[config.mk]
export PLATFORM = sky130hd
export DESIGN_NAME = page_table_walker
export DESIGN_NICKNAME = d
export VERILOG_FILES = /design/src/rtl/page_table_walker.sv
export SDC_FILE = /design/constraint.sdc
export NUM_CORES = 1
export LEC_CHECK = 0
export CORE_UTILIZATION = 48
export CTS_BUF_LIST = sky130_fd_sc_hd__clkbuf_16
export CTS_CLUSTER_DIAMETER = 120
export DETAILED_ROUTE_END_ITERATION = 10
export GPL_TIMING_DRIVEN = 0
export PLACE_DENSITY_LB_ADDON = 0.15
export SLEW_MARGIN = 20
export SYNTH_ARGS = -nofsm -noshare
export SYNTH_HDL_FRONTEND = slang
export SYNTH_SLANG_ARGS = --single-unit
[constraint.sdc]
create_clock -name clk -period 2.85 [get_ports clk]
set_input_delay 0.285 -clock clk [delete_from_list [all_inputs] [get_ports clk]]
set_output_delay 0.285 -clock clk [all_outputs]
set_load 0.02 [all_outputs]
[src/rtl/page_table_walker.sv]
// Two-level Sv32-style page-table walker sitting between a TLB and a
// word-addressed memory. One walk in flight; every output is a flop.
//
// Handshake rule on all four interfaces: a beat transfers on a rising clk
// edge where valid && ready; a raised valid keeps its payload stable until
// that transfer, and ready may change freely.
module page_table_walker #(
  parameter logic [31:0] ROOT_BASE = 32'h0000_1000
) (
  input  logic        clk,
  input  logic        rst,
  input  logic        walk_req_valid_i,
  output logic        walk_req_ready_o,
  input  logic [19:0] walk_vpn_i,
  output logic        walk_resp_valid_o,
  input  logic        walk_resp_ready_i,
  output logic [19:0] walk_ppn_o,
  output logic        walk_fault_o,
  output logic        walk_super_o,
  output logic        mem_req_valid_o,
  input  logic        mem_req_ready_i,
  output logic [31:0] mem_addr_o,
  input  logic        mem_resp_valid_i,
  output logic        mem_resp_ready_o,
  input  logic [31:0] mem_data_i
);

  typedef enum logic [2:0] {
    IDLE    = 3'd0,
    L1_REQ  = 3'd1,
    L1_RESP = 3'd2,
    L0_REQ  = 3'd3,
    L0_RESP = 3'd4,
    DONE    = 3'd5
  } state_t;

  state_t      state_q, state_d;
  logic [9:0]  vpn0_q, vpn0_d;
  logic        req_ready_d, resp_valid_d, fault_d, super_d;
  logic        mreq_valid_d, mresp_ready_d;
  logic [19:0] ppn_d;
  logic [31:0] addr_d;

  // PTE fields decoded straight off the response bus; only used on the
  // cycle the response transfers.
  logic pte_v, pte_r, pte_w, pte_x;
  logic pte_bad, pte_leaf, pte_misaligned;
  logic unused_pte_bits;

  assign pte_v          = mem_data_i[0];
  assign pte_r          = mem_data_i[1];
  assign pte_w          = mem_data_i[2];
  assign pte_x          = mem_data_i[3];
  assign pte_bad        = !pte_v || (pte_w && !pte_r);
  assign pte_leaf       = pte_r || pte_x;
  assign pte_misaligned = (mem_data_i[21:12] != 10'd0);
  assign unused_pte_bits = ^mem_data_i[11:4];

  // Next-state and next-output values; everything holds unless a transfer moves it.
  always_comb begin
    state_d       = state_q;
    vpn0_d        = vpn0_q;
    req_ready_d   = walk_req_ready_o;
    resp_valid_d  = walk_resp_valid_o;
    ppn_d         = walk_ppn_o;
    fault_d       = walk_fault_o;
    super_d       = walk_super_o;
    mreq_valid_d  = mem_req_valid_o;
    addr_d        = mem_addr_o;
    mresp_ready_d = mem_resp_ready_o;
    case (state_q)
      IDLE: begin
        if (walk_req_valid_i && walk_req_ready_o) begin
          vpn0_d       = walk_vpn_i[9:0];
          req_ready_d  = 1'b0;
          mreq_valid_d = 1'b1;
          addr_d       = ROOT_BASE + {20'd0, walk_vpn_i[19:10], 2'b00};
          state_d      = L1_REQ;
        end
      end
      L1_REQ, L0_REQ: begin
        if (mem_req_valid_o && mem_req_ready_i) begin
          mreq_valid_d  = 1'b0;
          mresp_ready_d = 1'b1;
          state_d       = (state_q == L1_REQ) ? L1_RESP : L0_RESP;
        end
      end
      L1_RESP: begin
        if (mem_resp_valid_i && mem_resp_ready_o) begin
          mresp_ready_d = 1'b0;
          if (pte_bad || (pte_leaf && pte_misaligned)) begin
            resp_valid_d = 1'b1;
            fault_d      = 1'b1;
            super_d      = 1'b0;
            ppn_d        = 20'd0;
            state_d      = DONE;
          end else if (pte_leaf) begin
            resp_valid_d = 1'b1;
            fault_d      = 1'b0;
            super_d      = 1'b1;
            ppn_d        = {mem_data_i[31:22], vpn0_q};
            state_d      = DONE;
          end else begin
            // Pointer to the level-0 table: index it with VPN0.
            addr_d       = {mem_data_i[31:12], 12'd0} + {20'd0, vpn0_q, 2'b00};
            mreq_valid_d = 1'b1;
            state_d      = L0_REQ;
          end
        end
      end
      L0_RESP: begin
        if (mem_resp_valid_i && mem_resp_ready_o) begin
          mresp_ready_d = 1'b0;
          resp_valid_d  = 1'b1;
          state_d       = DONE;
          if (pte_bad || !pte_leaf) begin
            fault_d = 1'b1;
            super_d = 1'b0;
            ppn_d   = 20'd0;
          end else begin
            fault_d = 1'b0;
            super_d = 1'b0;
            ppn_d   = mem_data_i[31:12];
          end
        end
      end
      DONE: begin
        if (walk_resp_valid_o && walk_resp_ready_i) begin
          resp_valid_d = 1'b0;
          req_ready_d  = 1'b1;
          state_d      = IDLE;
        end
      end
      default: begin
        state_d = IDLE;
      end
    endcase
  end

  // State and output registers; reset abandons any walk in progress.
  always_ff @(posedge clk) begin
    if (rst) begin
      state_q           <= IDLE;
      vpn0_q            <= 10'd0;
      walk_req_ready_o  <= 1'b1;
      walk_resp_valid_o <= 1'b0;
      walk_ppn_o        <= 20'd0;
      walk_fault_o      <= 1'b0;
      walk_super_o      <= 1'b0;
      mem_req_valid_o   <= 1'b0;
      mem_addr_o        <= 32'd0;
      mem_resp_ready_o  <= 1'b0;
    end else begin
      state_q           <= state_d;
      vpn0_q            <= vpn0_d;
      walk_req_ready_o  <= req_ready_d;
      walk_resp_valid_o <= resp_valid_d;
      walk_ppn_o        <= ppn_d;
      walk_fault_o      <= fault_d;
      walk_super_o      <= super_d;
      mem_req_valid_o   <= mreq_valid_d;
      mem_addr_o        <= addr_d;
      mem_resp_ready_o  <= mresp_ready_d;
    end
  end

endmodule

==> run summary <==
PostCTS Resize Cnt: 0
sequential cell area fraction in the yosys report: 44.2%
# setup viols final: 0
die height: 82.7 microns
Sink Count: 69
hpwl dp: 6500 microns
Syn Area/Cell: 8.74 sq um
Worst Max-Slew Pin Slew: 1.08 ns
Yosys reg bits: 69
TritonCTS buffer count: 9
CTS clock-pin slew for the worst setup and hold paths: 0.05 ns
worst-path fanout max: 10
# DRC: 0
largest net degree at the start of global routing: 12
Post-synth ARST share: 0%
Avg WL per Cell: 16.2 microns
row count: 29
I/O pin total: 116
period utilization: 81.1%
CP Capture Type: register
antenna cells: 0
setup TNS: 0 ns
CTS Buffer Depth: 2
GRT Residual Overflow: 0
Multi-input gate area: 1510 sq um
synthesis-to-finish area growth: 46.4%
fillers: 512
commonest non-fill, non-tap cell in the layout: clkdlybuf4s50_1
die area: 6840 sq um
Hold-fix buffers, CTS: 0
Max-Cap Viols: 0
Syn. warnings: 0
clk_lat worst skew: 0.32 ns
synthesized cell area: 3130 sq um
leakage: 1.65 nW
Post-Route WL: 9010 microns
CTS tree: done
Total GRT Usage: 27.4%
# H-tree levels: 3
EDFF count, synth: 0
Hold Crit Class: reg2reg
Clock Tree Root: clkbuf_16
DR vias/cell: 5.61
crit path DAT: 2.49 ns
die width: 82.7 microns
cells after synthesis: 358
Max IR drop VDD: 345 uV
utilization after layout: 72.5%
Critical Path RT: 3.02 ns
Setup Skew: 0.00493 ns
first-pass GRT wire length: 14000 microns
relative slew slack: 27.3%
Initial Utilization: 49.5%
commonest non-fill, non-tap cells in the layout: 104 x clkdlybuf4s50_1, 69 x dfxtp_1, 44 x nand2_1
vias in the first global route: 2796
hold slack: 0.469 ns
port buffer count: 104
ANT nets after route: 0
NumNets Final: 532
CP Launch Type: input pin
Cell Pwr Density: 549 nW/um^2
Core Area: 6310 sq um
f_max: 433 MHz
Most used DFF post-synth: dfxtp_1
Vias: 3117
Period minus WS final: 2.31 ns
placer congestion estimate: 0.853
Max Slew Vio Count: 0
Post-CTS Setup Bufs: 0
crit path kind: in2reg
share of layout cells above drive strength 1: 7.31%
initial antenna violation count: 0
register area: 1380 sq um
initial DRC count: 171
run status: complete, no violations
First-pass DRT Iterations: 4
Fin. Hold Viols: 0
RSZ-0062 raised after global routing: no
post-synth cell types: 44
[layout make-up]
cell class                 instances  share of cell area, %
multi-input combinational        234                   33.0
sequential                        69                   30.2
timing repair buffer             104                   22.7
clock buffer                       9                   4.92
buffer                            25                   2.73
inverter                          31                   2.54
tap                               77                   2.10
clock inverter                     7                   1.83
[synthesized netlist by cell type, types with 2 or more instances]
master	count	area, sq um
a211oi_1	13	97.6
a21oi_1	34	170
a221o_1	11	110
a31o_2	6	52.6
a31oi_1	2	12.5
a32o_1	4	40.0
and2_1	3	18.8
and3_1	2	12.5
and3b_1	2	17.5
buf_2	7	35.0
buf_4	2	15.0
buf_6	2	22.5
clkbuf_1	14	52.6
dfxtp_1	69	1380
inv_1	31	116
mux2i_1	12	120
nand2_1	44	165
nand2b_1	27	169
nor2_1	16	60.1
nor2b_1	5	31.3
nor3_1	5	25.0
nor4_1	3	18.8
nor4_2	2	25.0
o21ai_0	4	20.0
o221ai_1	19	166
[power breakdown]
| part | switching (mW) | internal, mW |
|---|---|---|
| Sequential | 0.0255 | 0.999 |
| Combinational | 0.171 | 0.156 |
| Clock | 0.406 | 0.755 |
[path summary, 6_finish.rpt]
kind                                       to  slack (ns)                         from  cells past startpoint
setup / recovery  mem_addr_o[23]$_SDFFE_PP0P_        0.54                mem_data_i[1]                      6
hold / removal    walk_ppn_o[12]$_SDFFE_PP0P_        0.47  walk_ppn_o[12]$_SDFFE_PP0P_                      1
setup reg to reg  mem_addr_o[23]$_SDFFE_PP0P_        0.64      state_q[1]$_SDFFE_PP0P_                      6
hold reg to reg   walk_ppn_o[12]$_SDFFE_PP0P_        0.47  walk_ppn_o[12]$_SDFFE_PP0P_                      1
[critical path, stage by stage]
cell and delay (ns):
clkdlybuf4s50_1 0.54, nor2_1 0.30, a41oi_1 0.17, nor3_2 0.55
clkbuf_1 0.43, o221ai_1 0.21
[flip-flops by register name (all words and copies together), names as in the netlist]
register	count
mem_addr_o	30
walk_ppn_o	20
vpn0_q	10
state_q	3
mem_req_valid_o	1
mem_resp_ready_o	1
walk_fault_o	1
walk_req_ready_o	1
walk_resp_valid_o	1
walk_super_o	1
[cells by family after synthesis]
group                  count (synthesis)  share of synthesized area [%]
AO/OA/AOI/OAI                        102                           23.9
buffers and inverters                 56                           7.72
flip-flops                            69                           44.2
multiplexers                          12                           3.84
other                                  1                          0.120
AND/OR/NAND/NOR                      118                           20.2
[metal layers]
metal / global-route usage, % / share of wire, % / up-vias
li1: - / - / 1509
met1: 37.1 / 45 / 1471
met2: 42.9 / 47 / 128
met3: 7.36 / 6.8 / 9
met4: 7.41 / 0.87 / 0
met5: 0 / 0 / -
[stage by stage]
stage / cells / worst slack, ns / instance area [sq um] / power (mW)
2_1_floorplan: 359 / 1.10 / 3130 / 1.20
6_report: 556 / 0.538 / 4580 / 2.51
3_5_place_dp: 540 / 0.208 / 4270 / 1.37
5_1_grt: 556 / 0.394 / 4580 / 2.58
3_3_place_gp: 540 / 0.285 / 4270 / 1.36
4_1_cts: 556 / 0.544 / 4580 / 2.51
No activity file was read; power rests on OpenSTA's default activity.
